[src/rtl/reg_bank_rw.sv]
// 32-entry register file with registered dual read ports, write-first bypass
// and a sequential clear engine that sweeps one register per cycle.
module reg_bank_rw #(
    parameter int unsigned DATA_W  = 32,
    parameter int unsigned SP_IDX  = 29,
    parameter int unsigned SP_INIT = 227
) (
    input  logic              clk,
    input  logic              reset_n,
    input  logic [4:0]        rs_addr,
    input  logic [4:0]        rt_addr,
    output logic [DATA_W-1:0] rs_data,
    output logic [DATA_W-1:0] rt_data,
    input  logic              wr_en,
    input  logic [4:0]        wr_addr,
    input  logic [DATA_W-1:0] wr_data,
    input  logic              clr_req,
    output logic              busy
);

    typedef enum logic {
        IDLE  = 1'b0,
        CLEAR = 1'b1
    } state_e;

    localparam logic [4:0]        SP_ADDR = 5'(SP_IDX);
    localparam logic [DATA_W-1:0] SP_VAL  = DATA_W'(SP_INIT);

    state_e            state_q, state_d;
    logic [4:0]        cnt_q, cnt_d;
    logic [DATA_W-1:0] regs_q [32];
    logic [DATA_W-1:0] regs_d [32];
    logic [DATA_W-1:0] rs_data_q, rs_data_d;
    logic [DATA_W-1:0] rt_data_q, rt_data_d;
    logic              wr_ok;

    always_comb begin
        state_d   = state_q;
        cnt_d     = cnt_q;
        regs_d    = regs_q;
        rs_data_d = regs_q[rs_addr];
        rt_data_d = regs_q[rt_addr];
        wr_ok     = 1'b0;

        unique case (state_q)
            IDLE: begin
                wr_ok = wr_en && (wr_addr != '0);
                if (wr_ok) begin
                    regs_d[wr_addr] = wr_data;
                    // Write-first: a read of the index being written sees the new data.
                    if (rs_addr == wr_addr) rs_data_d = wr_data;
                    if (rt_addr == wr_addr) rt_data_d = wr_data;
                end
                // A coincident write still commits; the sweep overwrites it later.
                if (clr_req) begin
                    state_d = CLEAR;
                    cnt_d   = '0;
                end
            end
            CLEAR: begin
                regs_d[cnt_q] = (cnt_q == SP_ADDR) ? SP_VAL : '0;
                cnt_d         = cnt_q + 5'd1;
                if (cnt_q == 5'd31) state_d = IDLE;
            end
            default: state_d = IDLE;
        endcase
    end

    always_ff @(posedge clk or negedge reset_n) begin
        if (!reset_n) begin
            state_q   <= IDLE;
            cnt_q     <= '0;
            rs_data_q <= '0;
            rt_data_q <= '0;
            for (int unsigned i = 0; i < 32; i++) begin
                regs_q[i] <= (5'(i) == SP_ADDR) ? SP_VAL : '0;
            end
        end else begin
            state_q   <= state_d;
            cnt_q     <= cnt_d;
            rs_data_q <= rs_data_d;
            rt_data_q <= rt_data_d;
            for (int unsigned i = 0; i < 32; i++) begin
                regs_q[i] <= regs_d[i];
            end
        end
    end

    assign rs_data = rs_data_q;
    assign rt_data = rt_data_q;
    assign busy    = (state_q == CLEAR);

endmodule

[config.mk]
export PLATFORM = sky130hd
export DESIGN_NAME = reg_bank_rw
export DESIGN_NICKNAME = d
export VERILOG_FILES = /design/src/rtl/reg_bank_rw.sv
export SDC_FILE = /design/constraint.sdc
export NUM_CORES = 2
export LEC_CHECK = 0
export BUFFER_PORTS_ARGS = -buffer_cell sky130_fd_sc_hd__buf_4
export CAP_MARGIN = 20
export CORE_UTILIZATION = 38
export DETAILED_ROUTE_END_ITERATION = 8
export GPL_TIMING_DRIVEN = 0
export SYNTH_ARGS = -nofsm -noshare
export SYNTH_HDL_FRONTEND = slang
export SYNTH_SLANG_ARGS = --single-unit
[constraint.sdc]
create_clock -name clk -period 2.1 [get_ports clk]
set_input_delay 0.525 -clock clk [delete_from_list [all_inputs] [get_ports clk]]
set_output_delay 0.525 -clock clk [all_outputs]
set_load 0.05 [all_outputs]
==> impl_metrics.env <==
export IMPL_status="finished, violations left"
export IMPL_violations="negative hold slack, negative setup slack"
export IMPL_rsz0062_at_grt="true"
export IMPL_cts_root_buf="clkbuf_16"
export IMPL_seq_area_frac_synth_pct=45.57
export IMPL_synthesis_area_per_instance_sq_um=10.80
export IMPL_synth_ff_type="dfrtp_1"
export IMPL_multi_input_area_sq_mm=0.03056
export IMPL_place_congestion=0.9905
export IMPL_synth_seq_cells=1094
export IMPL_antenna_found_initial=13
export IMPL_cp_max_fo=10
export IMPL_hold_viol_final=99
export IMPL_r2r_end="rs_data[0]$_DFF_PN0_"
export IMPL_synth_cells=5563
export IMPL_cts_tree="built"
export IMPL_wl_mm=253.9
export IMPL_fin_setup_tns_ns=-1.945
export IMPL_crit_chain="buf_6, buf_8, buf_2, buf_8, mux4_2, a22oi_1, o211ai_1, nand3_1, o21ai_0"
export IMPL_fillCellCount=14770
export IMPL_clock_latency_ns=0.78
export IMPL_yosysMostFrequentCell="dfrtp_1"
export IMPL_whs_ns=-0.3118
export IMPL_grt_pass1_wl_mm=360.8
export IMPL_die_area_sq_mm=0.1597
export IMPL_first_global_vias=49900
export IMPL_syn_nets=5619
export IMPL_cts_hold_buffers=1
export IMPL_portBuffers=112
export IMPL_fp_row_count=145
export IMPL_grt_max_degree=167
export IMPL_fin_ws_ns=-0.09711
export IMPL_tightest_slew_ns=1.080
export IMPL_ant_nets=0
export IMPL_num_vias=51310
export IMPL_synth_area_sq_mm=0.06008
export IMPL_clk_pin_slew_ns=0.06
export IMPL_ff2ff_path_depth=5
export IMPL_track_usage_pct=31.40
export IMPL_htreeDepth=4
export IMPL_r2r_start="regs_q[64]$_DFFE_PN1P_"
export IMPL_path_delay_family="buffers and inverters"
export IMPL_setup_violations=75
export IMPL_r2r_slack_ns=-0.02
export IMPL_clockBufferDepth=3
export IMPL_endpoint_kind="flop"
export IMPL_initial_utilization_pct=38.38
export IMPL_die_height_um=399.6
export IMPL_crit_buf_inv=4
export IMPL_synth_cell_types=52
export IMPL_die_w_um=399.6
export IMPL_max_freq_mhz=455.1
export IMPL_regArea_sq_mm=0.02738
export IMPL_first_pass_iters=8
export IMPL_dp_worst_setup_slack_ns=-2.132
export IMPL_core_sq_mm=0.1566
export IMPL_crit_type="primary input to flop"
export IMPL_yosysWarnings=0
export IMPL_nets=5910
export IMPL_leakagePower_uw=0.03011
export IMPL_period_minus_slack_ns=2.197
export IMPL_cts_buffers=130
export IMPL_place_area_sq_mm=0.06408
export IMPL_fin_crit_sh_pct=104.6
export IMPL_ys_top_cells_by_count="dfrtp_1 (1,089), nand2_1 (1,034), o31ai_1 (752)"
export IMPL_crit_path_frequent_cell="buf_8"
export IMPL_total_power_uw=56480
export IMPL_synth_area_leaders="dfrtp_1 (45%), mux2i_1 (9.6%), o31ai_1 (9.4%)"
export IMPL_post_drt_wl_per_cell_um=31.68
export IMPL_synthToLayoutAreaGrowth_pct=17.32
export IMPL_synth_edf_count=0
export IMPL_ioPinCount=116
export IMPL_design_area_sq_mm=0.07049
export IMPL_max_stage_delay_ns=0.34
export IMPL_clkSinkCount=1094
export IMPL_gr_total_overflow=0
export IMPL_arrival_ns=2.84
export IMPL_cp_required_ns=2.74
export IMPL_slew_headroom_pct=28.03
export IMPL_power_density_mw_per_mm2=801.3
export IMPL_vdd_ir_drop_max_mv=0.8636
export IMPL_drtIter0Drc=6282
export IMPL_drive_gt1_share_pct=25.45
export IMPL_worst_setup_path_start_kind="primary input"
export IMPL_drc=0
export IMPL_finClkSkew_ns=0.03028
export IMPL_yosysTopAreaCellShare_pct=45.36
export IMPL_crit_slowest_cell="mux4_2"
export IMPL_cap_violations=0
export IMPL_hold_class="primary input to asynchronous set/reset pin"
export IMPL_final_max_slew_viol_count=0
export IMPL_synth_area_leader_cell="dfrtp_1"
export IMPL_vias_per_cell=6.403
export IMPL_synthArstFlopShare_pct=100.0
export IMPL_dp_hpwl_mm=194.2
## area by class of cell
| cell class | count | share of cell area [%] |
|---|---|---|
| Buffer | 641 | 5.802 |
| Sequential cell | 1094 | 38.85 |
| Tap cell | 2058 | 3.653 |
| Clock inverter | 32 | 0.4633 |
| Inverter | 36 | 0.1970 |
| Multi-Input combinational cell | 3790 | 43.36 |
| Antenna cell | 7 | 0.02485 |
| Clock buffer | 194 | 5.460 |
| Timing Repair Buffer | 161 | 2.196 |
## flip-flops by register name (all words and copies together) (netlist names)
signal and cells:
regs_q 1024, busy 1, cnt_q 5, rs_data 32, rt_data 32
## stage by stage
| step | hold WS [ns] | std cells | util, % |
|---|---|---|---|
| floorplan | 0.2294 | 5563 | - |
| global placement | 0.4609 | 7733 | 40.68 |
| detailed placement | 0.4677 | 7750 | 40.93 |
| CTS | -0.3184 | 7994 | 44.66 |
| global route | -0.2716 | 8006 | 45.01 |
| finish | -0.3118 | 8013 | 45.02 |
## repair_timing
item	4_1_cts	5_1_grt
endpoints found under the setup margin	1162	757
cloned	0	2
pin swaps	22	12
endpoints found under the hold margin	100	99
setup buffers	19	10
gates resized for setup	503	190
## cells in the final DEF (no fill, tap or decap), types with 24 or more instances in the layout
| master | count |
|---|---|
| o21ai_1 | 41 |
| clkbuf_1 | 186 |
| clkbuf_16 | 136 |
| nor2_1 | 112 |
| buf_2 | 118 |
| buf_6 | 57 |
| a22oi_1 | 236 |
| buf_4 | 274 |
| clkbuf_2 | 94 |
| mux4_2 | 224 |
| clkbuf_8 | 39 |
| o31ai_2 | 123 |
| o31ai_1 | 733 |
| o32a_1 | 25 |
| inv_1 | 35 |
| clkbuf_4 | 57 |
| nand3_1 | 64 |
| a21oi_1 | 138 |
| dfrtp_1 | 1088 |
| nand2_1 | 1021 |
| o211ai_1 | 30 |
| a22oi_2 | 86 |
| a221oi_1 | 32 |
| or4_1 | 24 |
| mux2i_1 | 558 |
| nor2b_1 | 38 |
| mux2_2 | 147 |
## power by group
part           leakage (uW)  total, uW  switching (uW)  internal, uW
Sequential           0.0152      21800             288         21500
Clock               0.00206      22700            9490         13200
Combinational        0.0129      12000            8850          3100
Total                0.0301      56500           18600         37900
## worst max-delay path by stage
stage,from,end,slack (ns),cells past startpoint
2_1_floorplan,wr_addr[2],regs_q[491]$_DFFE_PN0P_,-0.03,9
3_3_place_gp,reset_n,busy$_DFF_PN0_,-14.03,1
3_5_place_dp,rt_addr[2],rt_data[21]$_DFF_PN0_,-2.13,9
4_1_cts,rs_addr[0],rs_data[17]$_DFF_PN0_,-0.04,8
5_1_grt,wr_addr[3],regs_q[859]$_DFFE_PN0P_,-0.08,9
6_report,rt_addr[1],rt_data[28]$_DFF_PN0_,-0.1,9
## kinds of logic after synthesis
logic type,count (synthesis),synth area share [%]
mux,955,20.90
compound gates,1501,18.97
buf+inv,679,5.389
flops,1094,45.57
simple gates,1319,8.919
fa+ha+maj,5,0.1041
xor+xnor,10,0.1458
## metal layers
layer	routed length, um	up-vias	GRT usage, %
met2	106600	2870	44.36
met3	26760	601	8.764
met1	104800	26430	43.29
met5	84	-	0
li1	-	21400	-
met4	15700	12	17.11
Power figures use the tool's default switching activity.
